`src/rtl/iter_div_unit.sv`:
```
// Radix-2 restoring divider (quotient or remainder), one bit per cycle, WIDTH+1 cycle latency.
// Optional macro ITER_DIV_ZERO_FAST_EN short-cuts zero divisors straight to DONE.
module iter_div_unit #(
    parameter int WIDTH = 32,
    parameter int TAG_W = 5
) (
    input  logic             clk,
    input  logic             reset,
    input  logic             flush,
    input  logic             in_valid,
    output logic             in_ready,
    input  logic             op_signed,
    input  logic             op_mod,
    input  logic [WIDTH-1:0] src1,
    input  logic [WIDTH-1:0] src2,
    input  logic [TAG_W-1:0] in_tag,
    output logic [TAG_W-1:0] out_tag,
    output logic             out_valid,
    input  logic             out_ready,
    output logic [WIDTH-1:0] result,
    output logic             busy
);
    localparam int CW = $clog2(WIDTH) + 1;

    typedef enum logic [1:0] {IDLE, CALC, DONE} state_t;

    state_t           state, state_nxt;
    logic [CW-1:0]    cnt;
    logic [WIDTH:0]   rem;
    logic [WIDTH-1:0] quo;
    logic [WIDTH-1:0] dvs;
    logic             q_neg, r_neg, mod_q, zero_q;
    logic [TAG_W-1:0] tag_q;
    logic [WIDTH-1:0] res_q;

    logic             accept, div_zero, last;
    logic [WIDTH-1:0] mag1, mag2;
    logic [WIDTH:0]   sh;
    logic [WIDTH+1:0] diff;
    logic [WIDTH:0]   rem_nxt;
    logic [WIDTH-1:0] quo_nxt;
    logic [WIDTH-1:0] rem_lo, q_fix, r_fix, fin;

    assign in_ready  = (state == IDLE);
    assign out_valid = (state == DONE);
    assign busy      = (state != IDLE);
    assign result    = res_q;
    assign out_tag   = tag_q;

    assign accept   = in_valid & in_ready & ~flush;
    assign div_zero = (src2 == '0);
    assign last     = (cnt == CW'(WIDTH - 1));
    assign mag1     = (op_signed && src1[WIDTH-1]) ? -src1 : src1;
    assign mag2     = (op_signed && src2[WIDTH-1]) ? -src2 : src2;

    // Shift in the next dividend bit and try subtracting the divisor; the extra MSB of diff is the borrow.
    always_comb begin
        sh      = {rem[WIDTH-1:0], quo[WIDTH-1]};
        diff    = {1'b0, sh} - {2'b00, dvs};
        rem_nxt = diff[WIDTH+1] ? sh : diff[WIDTH:0];
        quo_nxt = {quo[WIDTH-2:0], ~diff[WIDTH+1]};
    end

    // A zero divisor naturally yields all-ones quotient and |src1| remainder; only the quotient sign fix must be skipped.
    always_comb begin
        rem_lo = rem_nxt[WIDTH-1:0];
        q_fix  = (q_neg && !zero_q) ? -quo_nxt : quo_nxt;
        r_fix  = r_neg ? -rem_lo : rem_lo;
        fin    = mod_q ? r_fix : q_fix;
    end

    always_comb begin
        state_nxt = state;
        case (state)
            IDLE: begin
                if (accept) begin
`ifdef ITER_DIV_ZERO_FAST_EN
                    state_nxt = div_zero ? DONE : CALC;
`else
                    state_nxt = CALC;
`endif
                end
            end
            CALC:    if (last) state_nxt = DONE;
            DONE:    if (out_ready) state_nxt = IDLE;
            default: state_nxt = IDLE;
        endcase
        if (flush) state_nxt = IDLE;
    end

    always_ff @(posedge clk) begin
        if (reset) begin
            state  <= IDLE;
            cnt    <= '0;
            rem    <= '0;
            quo    <= '0;
            dvs    <= '0;
            q_neg  <= 1'b0;
            r_neg  <= 1'b0;
            mod_q  <= 1'b0;
            zero_q <= 1'b0;
            tag_q  <= '0;
            res_q  <= '0;
        end else begin
            state <= state_nxt;
            if (accept) begin
                cnt    <= '0;
                rem    <= '0;
                quo    <= mag1;
                dvs    <= mag2;
                q_neg  <= op_signed & (src1[WIDTH-1] ^ src2[WIDTH-1]);
                r_neg  <= op_signed & src1[WIDTH-1];
                mod_q  <= op_mod;
                zero_q <= div_zero;
                tag_q  <= in_tag;
`ifdef ITER_DIV_ZERO_FAST_EN
                if (div_zero) res_q <= op_mod ? src1 : '1;
`endif
            end else if (state == CALC && !flush) begin
                cnt <= cnt + 1'b1;
                rem <= rem_nxt;
                quo <= quo_nxt;
                if (last) res_q <= fin;
            end
        end
    end
endmodule

```
`config.mk`:
```
export PLATFORM = sky130hd
export DESIGN_NAME = iter_div_unit
export DESIGN_NICKNAME = d
export VERILOG_FILES = /design/src/rtl/iter_div_unit.sv
export SDC_FILE = /design/constraint.sdc
export NUM_CORES = 1
export LEC_CHECK = 0
export BUFFER_PORTS_ARGS = -buffer_cell sky130_fd_sc_hd__buf_2
export CAP_MARGIN = 20
export CORE_MARGIN = 10
export CORE_UTILIZATION = 49
export CTS_CLUSTER_DIAMETER = 80
export DETAILED_ROUTE_END_ITERATION = 7
export PLACE_DENSITY_LB_ADDON = 0.12
export SYNTH_ARGS = -nofsm -noshare
export SYNTH_HDL_FRONTEND = slang
export SYNTH_SLANG_ARGS = --single-unit
export TNS_END_PERCENT = 20
```
`constraint.sdc`:
```
create_clock -name clk -period 5.83 [get_ports clk]
set_input_delay 0.2915 -clock clk [delete_from_list [all_inputs] [get_ports clk]]
set_output_delay 0.2915 -clock clk [all_outputs]
set_load 0.03 [all_outputs]
```
==> impl_metrics.env <==
export IMPL_tightest_slew_ps=1134
export IMPL_grt_overflow_total=0
export IMPL_netlist_instances=1495
export IMPL_clock_sinks=145
export IMPL_status="complete, no violations"
export IMPL_cp_max_fo=23
export IMPL_critPathMaxStageDelay_ps=520
export IMPL_cts_root_buf="clkbuf_16"
export IMPL_place_gp_congestion=0.9149
export IMPL_post_cts_buffers=0
export IMPL_routed_wl_um=36140
export IMPL_grt_antenna_before_repair=0
export IMPL_setup_ws_ps=575.1
export IMPL_coreArea_mm2=0.02196
export IMPL_ys_seq_area_frac=0.2638
export IMPL_dieArea_mm2=0.02885
export IMPL_clk_latency_ps=440
export IMPL_relSlewSlack=0.2440
export IMPL_grt_pass1_wl_um=56410
export IMPL_dr_first_iter_drc_count=1273
export IMPL_dr_pass1_iters=7
export IMPL_place_ws_ps=751.0
export IMPL_layout_common_cells="nor2_1, nand2_1, dfxtp_1, a21oi_1, buf_2"
export IMPL_clk_path_buf_depth=2
export IMPL_cp_start_kind="register"
export IMPL_path_class="reg -> reg"
export IMPL_cts_tree="yes"
export IMPL_io_buffers=115
export IMPL_nets=1668
export IMPL_cts_max_level=4
export IMPL_fmax_mhz=190.3
export IMPL_hpwl_um=27570
export IMPL_ys_ff_latch=145
export IMPL_hold_depth=3
export IMPL_fin_crit_ps=5255
export IMPL_setup_viol=0
export IMPL_viasPerCell=6.038
export IMPL_leakage_nw=4.819
export IMPL_grt_use_met1=0.3473
export IMPL_hold_violations=0
export IMPL_synth_ff_type="dfxtp_1"
export IMPL_hold_buffers=0
export IMPL_start_util=0.5011
export IMPL_power_density_mw_per_mm2=269.3
export IMPL_cts_resized=0
export IMPL_antenna_cells=0
export IMPL_core_rowCount=54
export IMPL_cp_data_arrival_time_ps=5580
export IMPL_yosysWarnings=0
export IMPL_synth_cell_types=89
export IMPL_use_met3=0.04327
export IMPL_dr_total_vias=11146
export IMPL_ir_worst_vdd_uv=154.7
export IMPL_final_layout_size_suffix_gt1_frac=0.1284
export IMPL_use_met2=0.3706
export IMPL_cp_cell_sequence="ha_1, a21oi_1, o21ai_0, a221o_1, o211ai_2, nand2_2, mux2i_1, ha_1, nor3b_1, nand3b_1, nor4_1, a21oi_1, or4_1, or2_0, o2111ai_1, nand2_1"
export IMPL_grt_pass1_vias=10198
export IMPL_worstPathRequired_ps=6160
export IMPL_grt_setup_unrepaired="false"
export IMPL_ios=116
export IMPL_hold_class="in -> reg"
export IMPL_syn_area_mm2=0.01100
export IMPL_busiest_layer="met2"
export IMPL_synthToLayoutAreaGrowth_pct=11.83
export IMPL_synth_nets=1609
export IMPL_clkTransAtPathRegs_ps=70
export IMPL_drc_errors=0
export IMPL_routedWlPerCell_um=19.58
export IMPL_layout_commonest_cell="nor2_1"
export IMPL_drv_slew=0
export IMPL_die_w_um=169.9
export IMPL_cpMaxStageDelayCell="dfxtp_1"
export IMPL_fin_crit_sh=0.9014
export IMPL_r2r_cells=16
export IMPL_max_cap_violations=0
export IMPL_antenna_left=0
export IMPL_synth_edf_count=0
export IMPL_grt_usage=0.2438
export IMPL_cts_buffers=17
export IMPL_syn_area_per_cell_um2=7.360
export IMPL_async_reset_ff_frac=0
export IMPL_end_kind="register"
export IMPL_die_y_um=169.9
export IMPL_tns_ps=0
export IMPL_grt_max_degree=92
export IMPL_skew_ps=12.85
-- layer usage --
layer / share of wire / up-vias
li1: - / 5543
met3: 0.072 / 35
met2: 0.44 / 386
met5: 0 / -
met1: 0.47 / 5182
met4: 0.015 / 0
-- sequential cells by signal, indices dropped and copies added, names as in the netlist, 2 cells and up --
| signal | flops |
|---|---|
| result | 32 |
| state | 2 |
| cnt | 6 |
| out_tag | 5 |
| quo | 32 |
| dvs | 32 |
| rem | 32 |
-- final timing paths --
kind                                   to  slack [ps]              startpoint
hold / removal    out_tag[1]$_SDFFE_PP0P_          90               in_tag[1]
hold reg to reg    result[7]$_SDFFE_PP0P_         450  result[7]$_SDFFE_PP0P_
setup / recovery  result[30]$_SDFFE_PP0P_         580    rem[11]$_SDFFE_PP0P_
setup reg to reg  result[30]$_SDFFE_PP0P_         580    rem[11]$_SDFFE_PP0P_
-- cell usage after synthesis, types with 11 or more instances --
cell type,instances,area (um2)
a31oi_1,16,100.1
a21o_1,11,82.58
a311oi_1,33,289.0
and3_1,12,75.07
ha_1,37,462.9
nand2_1,186,698.2
nor3_1,51,255.2
o31ai_1,14,105.1
inv_1,59,221.5
a21oi_1,125,625.6
nor4_1,22,137.6
mux2i_1,17,170.2
nand3_1,19,95.09
clkbuf_1,70,262.8
o21ai_0,70,350.3
dfxtp_1,145,2903
or4_1,12,90.09
a211oi_1,63,473.0
nand2b_1,11,68.82
buf_2,12,60.06
o211ai_1,18,135.1
nor2_1,188,705.7
xnor2_1,57,499.2
xor2_1,66,578.1
or3_1,17,106.4
-- critical path: cells and delay by family (launching register included) --
family                     cells  cell delay, ps
AOI/OAI and AO/OA              6            1510
adders and majority gates      2             600
and+or+nand+nor                7            2130
muxes                          1             370
DFF                            1             520
-- metrics by stage --
| stage | instance area (um2) | util | hold slack (ps) | total power, mW | std cells |
|---|---|---|---|---|---|
| 2_1_floorplan | 11000 | - | 370.8 | 1.870 | 1495 |
| 3_3_place_gp | 11670 | 0.5315 | 440.1 | 2.155 | 1814 |
| 3_5_place_dp | 11670 | 0.5315 | 445.3 | 2.155 | 1814 |
| 4_1_cts | 12280 | 0.5591 | 77.82 | 3.306 | 1845 |
| 5_1_grt | 12300 | 0.5603 | 101.3 | 3.463 | 1846 |
| 6_report | 12300 | 0.5603 | 86.86 | 3.314 | 1846 |
-- cell families after synthesis --
logic type,count (synthesis),synth area share
AOI/OAI and AO/OA,442,0.2779
xor gates and xnor gates,123,0.09791
adders and majority gates,38,0.04389
buffers and inverters,149,0.05424
DFF,145,0.2638
muxes,21,0.01956
and+or+nand+nor,577,0.2427
-- final cells by class --
class / count / area, um2
Clock inverter: 14 / 181.4
Clock buffer: 17 / 425.4
Multi-Input combinational cell: 1201 / 7518
Timing Repair Buffer: 128 / 695.7
Fill cell: 2131 / 9654
Sequential cell: 145 / 2904
Tap cell: 280 / 350.3
Inverter: 61 / 229.0
-- power by group --
part	total, mW	switching, mW	internal, mW
sequential	1.08	0.0467	1.03
combinational	1.08	0.700	0.378
clock	1.16	0.479	0.678
Power figures use the tool's default switching activity.
